**src/rtl/iiitb_bm_pkg.sv**
```systemverilog
// Shared definitions for the radix-2 Booth multiplier sequencer slice.
package iiitb_bm_pkg;

    localparam int BM_WIDTH = 4;
    localparam int BM_ITER  = 4;

    localparam logic [2:0] ST_IDLE = 3'd0;
    localparam logic [2:0] ST_CLR  = 3'd1;
    localparam logic [2:0] ST_LOAD = 3'd2;
    localparam logic [2:0] ST_RUN  = 3'd3;
    localparam logic [2:0] ST_CAPT = 3'd4;

endpackage

```
**src/rtl/iiitb_bm_op_fifo.sv**
```systemverilog
// Synchronous FIFO holding {m,q} operand pairs for the Booth sequencer.
module iiitb_bm_op_fifo #(
    parameter int DW    = 8,
    parameter int DEPTH = 2
) (
    input  logic          clk,
    input  logic          reset,
    input  logic          wr_en,
    input  logic [DW-1:0] wr_data,
    input  logic          rd_en,
    output logic [DW-1:0] rd_data,
    output logic          full,
    output logic          empty
);

    localparam int AW = (DEPTH > 1) ? $clog2(DEPTH) : 1;

    logic [DW-1:0] mem [DEPTH];
    logic [AW-1:0] wr_ptr;
    logic [AW-1:0] rd_ptr;
    logic [AW:0]   count;
    logic          push;
    logic          pop;

    // A write while full is accepted only when a read frees a slot in the same cycle.
    always_comb begin
        push = wr_en && (!full || rd_en);
        pop  = rd_en && !empty;
    end

    // Storage, pointers and occupancy; reset discards all contents.
    always_ff @(posedge clk or negedge reset) begin
        if (!reset) begin
            wr_ptr <= '0;
            rd_ptr <= '0;
            count  <= '0;
            for (int unsigned i = 0; i < DEPTH; i++) begin
                mem[i] <= '0;
            end
        end else begin
            if (push) begin
                mem[wr_ptr] <= wr_data;
                wr_ptr      <= wr_ptr + 1'b1;
            end
            if (pop) begin
                rd_ptr <= rd_ptr + 1'b1;
            end
            case ({push, pop})
                2'b10:   count <= count + 1'b1;
                2'b01:   count <= count - 1'b1;
                default: count <= count;
            endcase
        end
    end

    assign rd_data = mem[rd_ptr];
    assign full    = (count == (AW+1)'(DEPTH));
    assign empty   = (count == '0);

endmodule

```
**src/rtl/iiitb_r2_bm_seq_ctrl.sv**
```systemverilog
// Sequencer around the radix-2 4-bit Booth core: operand stream in,
// registered core controls, held product out on a valid/ready stream.
module iiitb_r2_bm_seq_ctrl
    import iiitb_bm_pkg::*;
#(
    parameter int WIDTH      = BM_WIDTH,
    parameter int ITER       = BM_ITER,
    parameter int FIFO_DEPTH = 2
) (
    input  logic               clk,
    input  logic               reset,
    input  logic               in_valid,
    output logic               in_ready,
    input  logic [WIDTH-1:0]   in_m,
    input  logic [WIDTH-1:0]   in_q,
    output logic               out_valid,
    input  logic               out_ready,
    output logic [2*WIDTH-1:0] out_p,
    output logic               mul_load,
    output logic               mul_reset,
    output logic [WIDTH-1:0]   mul_m,
    output logic [WIDTH-1:0]   mul_q,
    input  logic [2*WIDTH-1:0] mul_p,
    output logic               busy,
    output logic [7:0]         done_cnt
);

    localparam int RW = (ITER > 1) ? $clog2(ITER) : 1;

    logic [2:0]         state;
    logic [RW-1:0]      rcnt;
    logic               fifo_full;
    logic               fifo_empty;
    logic               fifo_wr;
    logic               fifo_rd;
    logic [2*WIDTH-1:0] fifo_head;

    assign in_ready = reset && !fifo_full;
    assign fifo_wr  = in_valid && in_ready;
    assign fifo_rd  = (state == ST_LOAD);
    assign busy     = (state != ST_IDLE) || !fifo_empty;

    iiitb_bm_op_fifo #(
        .DW    (2*WIDTH),
        .DEPTH (FIFO_DEPTH)
    ) u_op_fifo (
        .clk     (clk),
        .reset   (reset),
        .wr_en   (fifo_wr),
        .wr_data ({in_m, in_q}),
        .rd_en   (fifo_rd),
        .rd_data (fifo_head),
        .full    (fifo_full),
        .empty   (fifo_empty)
    );

    // Sequencer FSM, registered core controls, result register and delivery count.
    always_ff @(posedge clk or negedge reset) begin
        if (!reset) begin
            state     <= ST_IDLE;
            rcnt      <= '0;
            mul_load  <= 1'b0;
            mul_reset <= 1'b1;
            mul_m     <= '0;
            mul_q     <= '0;
            out_valid <= 1'b0;
            out_p     <= '0;
            done_cnt  <= '0;
        end else begin
            if (out_valid && out_ready) begin
                out_valid <= 1'b0;
                done_cnt  <= done_cnt + 8'd1;
            end
            case (state)
                ST_IDLE: begin
                    mul_reset <= 1'b1;
                    mul_load  <= 1'b0;
                    if (!fifo_empty) begin
                        state <= ST_CLR;
                    end
                end
                // Controls are registered, so the LOAD-cycle values are set on the CLR exit edge.
                ST_CLR: begin
                    mul_reset <= 1'b0;
                    mul_load  <= 1'b1;
                    mul_m     <= fifo_head[2*WIDTH-1:WIDTH];
                    mul_q     <= fifo_head[WIDTH-1:0];
                    state     <= ST_LOAD;
                end
                ST_LOAD: begin
                    mul_load <= 1'b0;
                    rcnt     <= RW'(ITER - 1);
                    state    <= ST_RUN;
                end
                ST_RUN: begin
                    if (rcnt == '0) begin
                        state <= ST_CAPT;
                    end else begin
                        rcnt <= rcnt - 1'b1;
                    end
                end
                ST_CAPT: begin
                    // Overrides the handshake clear above when both happen together.
                    if (!out_valid || out_ready) begin
                        out_p     <= mul_p;
                        out_valid <= 1'b1;
                        mul_reset <= 1'b1;
                        state     <= ST_IDLE;
                    end
                end
                default: begin
                    mul_reset <= 1'b1;
                    mul_load  <= 1'b0;
                    state     <= ST_IDLE;
                end
            endcase
        end
    end

endmodule

```
**config.mk**
```make
export PLATFORM = sky130hd
export DESIGN_NAME = iiitb_r2_bm_seq_ctrl
export DESIGN_NICKNAME = d
export VERILOG_FILES = /design/src/rtl/iiitb_bm_pkg.sv /design/src/rtl/iiitb_bm_op_fifo.sv /design/src/rtl/iiitb_r2_bm_seq_ctrl.sv
export SDC_FILE = /design/constraint.sdc
export NUM_CORES = 1
export LEC_CHECK = 0
export ABC_AREA = 0
export CAP_MARGIN = 20
export CORE_ASPECT_RATIO = 2
export CORE_UTILIZATION = 56
export CTS_CLUSTER_SIZE = 14
export DETAILED_ROUTE_END_ITERATION = 12
export DONT_BUFFER_PORTS = 1
export PLACE_DENSITY = 0.77
export SLEW_MARGIN = 20
export SYNTH_ARGS = -nofsm -noshare
export SYNTH_HDL_FRONTEND = slang
export SYNTH_SLANG_ARGS = --single-unit
```
**constraint.sdc**
```tcl
create_clock -name clk -period 1.4 [get_ports clk]
set_input_delay 0.14 -clock clk [delete_from_list [all_inputs] [get_ports clk]]
set_output_delay 0.14 -clock clk [all_outputs]
set_load 0.005 [all_outputs]
```
==> flow_summary.yaml <==
run_status:
  status: "finished with violations"
  violations: "negative setup slack"
pwr:
  powerDensity_mw_per_mm2: 2103
  p_comb_share_pct: 36.4
  total_power_mw: 5.962
  power.switching_mw: 1.940
  pwr-share-seq_pct: 46.8
  leakagePower_nw: 1.288
  switching_share_pct: 32.54
  intPower_mw: 4.022
  clkPwrFrac_pct: 16.8
  vdd_drop_max_uv: 1581
timing:
  worst_slack_ps: -61.59
  hold_viol_final: 0
  tightest_slew_ps: 527.1
  slew_violations: 0
  fmax_mhz: 684.2
  rsz0062_at_grt: "true"
  fin_skew_ps: 6.991
  timing.final.crit_share_pct: 104.4
  setup_violations: 2
  maxSlewHeadroom_pct: 64.86
  finalCriticalPeriod_ps: 1462
synthesis:
  synth_area_leaders: "dfrtp_1, mux2_4, mux2_2"
  synth_edf_count: 0
  syn_nets: 194
  ys_ff_latch: 52
  synth_area_per_cell_um2: 13.32
  synth_most_common_cell: "dfrtp_1"
  synthArstFlopShare_pct: 100.0
  synth_area_mm2: 0.002278
  synth_ff_type: "dfrtp_1"
  ys_seq_area_share_pct: 57.17
  synth.distinct_cells: 41
  synthTopCellsByCount: "dfrtp_1, nor2_1, mux2_2"
  yosysWarningCount: 0
  postSynthCellCount: 171
  synth_top_area_cell: "dfrtp_1"
  synth_top_area_share_pct: 56.01
grt:
  grt_overflow_total: 0
  track_usage_pct: 23.45
  grt_antenna_before_repair: 0
  grt_max_degree: 53
  grt_pass1_vias: 1624
  grt_pass1_wl_um: 7203
worst_setup_path:
  path_cells: "and2b_1 -> nor3b_4 -> ha_4 -> nor2_4 -> xor2_1"
  crit_family: "simple AND/OR/NAND/NOR gates"
  start_kind: "register"
  critPathBufInv: 0
  cp-end-kind: "register"
  setup.worst_path.class: "reg -> reg"
  cpPeakStageDelay_ps: 390
  required_ps: 1610
  critPathMaxFanout: 2
  slowest_stage: "dfrtp_1"
  critPathArrivalTime_ps: 1670
clock_network:
  clkLatencyLatePin_ps: 300
  h-tree-depth: 2
  clock_sinks: 52
  ctsLongestPathBuffers: 2
  path_clk_slew_ps: 90
  numCtsBuffers: 5
  cts-root-buf: "clkbuf_8"
  cts_tree: "done"
detailed_routing:
  drt.antenna.violating_nets: 0
  wl_per_cell_um: 18.05
  drc: 0
  drt-total-wl_um: 4712
  drt_iter0_drc: 9
  drtPass1Iterations: 4
  via_count: 1469
  via_per_inst: 5.628
placed_design:
  post_dp_cell_area_mm2: 0.002429
  gp_congestion: 0.7239
  dp_hpwl_um: 3108
  preCtsSetupSlack_ps: -66.25
  io_buffers: 0
floorplanning:
  initial_core_util_pct: 58.67
  fp-row-count: 32
  dieArea_mm2: 0.004343
  die_h_um: 92.21
  num_io_pins: 49
  die_w_um: 47.11
  core_mm2: 0.003884
layout:
  multi_input_area_um2: 973.4
  nFillCells: 259
  drive_gt1_share_pct: 28.10
  fin_area_mm2: 0.002835
  area_delta_synth_final_pct: 24.44
  antenna-diode-count: 0
  seq_area_mm2: 0.001304
  fin_nets: 232
run:
  cap_violations: 0
hold_path:
  worstHoldPathType: "in -> reg"
[layout by cell type, fill, tap and decap left out, types with 2 or more instances in the layout]
cell type      instances
dfrtp_1               50
dlygate4sd3_1         17
buf_4                 15
nor2_1                13
mux2_2                10
a21oi_1                9
nand2_1                8
mux2_4                 8
mux2_1                 8
mux2i_1                8
xor2_1                 7
clkbuf_8               5
xnor2_1                4
nand3_1                3
inv_1                  3
nand2b_1               3
nor3_1                 3
nor3b_4                2
nor2_4                 2
a21oi_2                2
buf_12                 2
[area by class of cell]
class / count / area share (%)
clock buffers: 6 / 2.560
clock inverters: 2 / 1.236
inverters: 3 / 0.3972
multi-input cells: 111 / 34.33
flip-flops and latches: 52 / 45.98
well taps: 51 / 2.251
repair buffers: 36 / 13.24
[path summary, 6_finish.rpt]
path                            slack [ps]                    start  depth (start not counted)                        endpoint
worst max-delay path                   -60     state[2]$_DFFE_PN0P_                          5  u_op_fifo.count[1]$_DFFE_PN0P_
worst min-delay path                    80                out_ready                          2            state[2]$_DFFE_PN0P_
worst max register to register         -60     state[2]$_DFFE_PN0P_                          5  u_op_fifo.count[1]$_DFFE_PN0P_
worst min register to register         510  done_cnt[7]$_DFFE_PN0P_                          1         done_cnt[7]$_DFFE_PN0P_
max in group asynchronous              750                    reset                          2           mul_reset$_DFFE_PN1P_
min in group asynchronous              380                    reset                          2    u_op_fifo.mem[6]$_DFFE_PN0P_
[per-stage QoR]
stage / instances / hold slack [ps] / TNS, ps / utilization [%]
2_1_floorplan: 171 / -155.6 / -15.71 / -
3_3_place_gp: 227 / -154.7 / -14.53 / 62.53
3_5_place_dp: 227 / -154.6 / -125.6 / 62.53
4_1_cts: 259 / 64.87 / -49.69 / 71.81
5_1_grt: 261 / 99.37 / -263.7 / 73.00
6_report: 261 / 79.42 / -62.16 / 73.00
[per-layer routing]
layer	GRT usage [%]	part of all wire [%]	vias up
met3	5.512	3.8	12
li1	-	-	661
met2	43.40	59	49
met4	9.286	2.6	0
met1	22.60	35	747
met5	0	0	-
[repair_timing]
action	CTS	global route
pin swaps	2	3
endpoints found under the setup margin	9	14
resized for setup	2	4
hold endpoints to repair	76	0
buffers inserted	6	2
gates cloned	0	1
hold buffers	18	0
[power by group through the flow]
stage	logic, mW	registers [mW]	clock network, mW
2_1_floorplan	1.49	2.59	0
3_3_place_gp	1.67	2.76	0
3_5_place_dp	1.79	2.81	0
4_1_cts	2.04	2.78	1.03
5_1_grt	2.35	2.88	1.07
6_report	2.17	2.79	1.00
[flip-flops by register name, indices dropped and copies added, names as in the netlist]
register	count
done_cnt	8
mul_load	1
mul_m	4
mul_q	4
mul_reset	1
out_p	8
out_valid	1
rcnt	2
state	3
u_op_fifo.count	2
u_op_fifo.mem	16
u_op_fifo.rd_ptr	1
u_op_fifo.wr_ptr	1
[logic make-up (layout without fill, tap and decap cells)]
| family | count (synthesis) | in the layout | synth area share [%] |
|---|---|---|---|
| multiplexers | 34 | 34 | 17.68 |
| AO/OA/AOI/OAI | 17 | 17 | 4.778 |
| buffers and inverters | 8 | 47 | 1.922 |
| XOR/XNOR | 12 | 12 | 4.613 |
| AND/OR/NAND/NOR | 45 | 45 | 12.19 |
| adder cells (fa/ha/maj) | 3 | 3 | 1.648 |
| flip-flops | 52 | 52 | 57.17 |
Note: power is estimated with default switching activity, not from simulation.
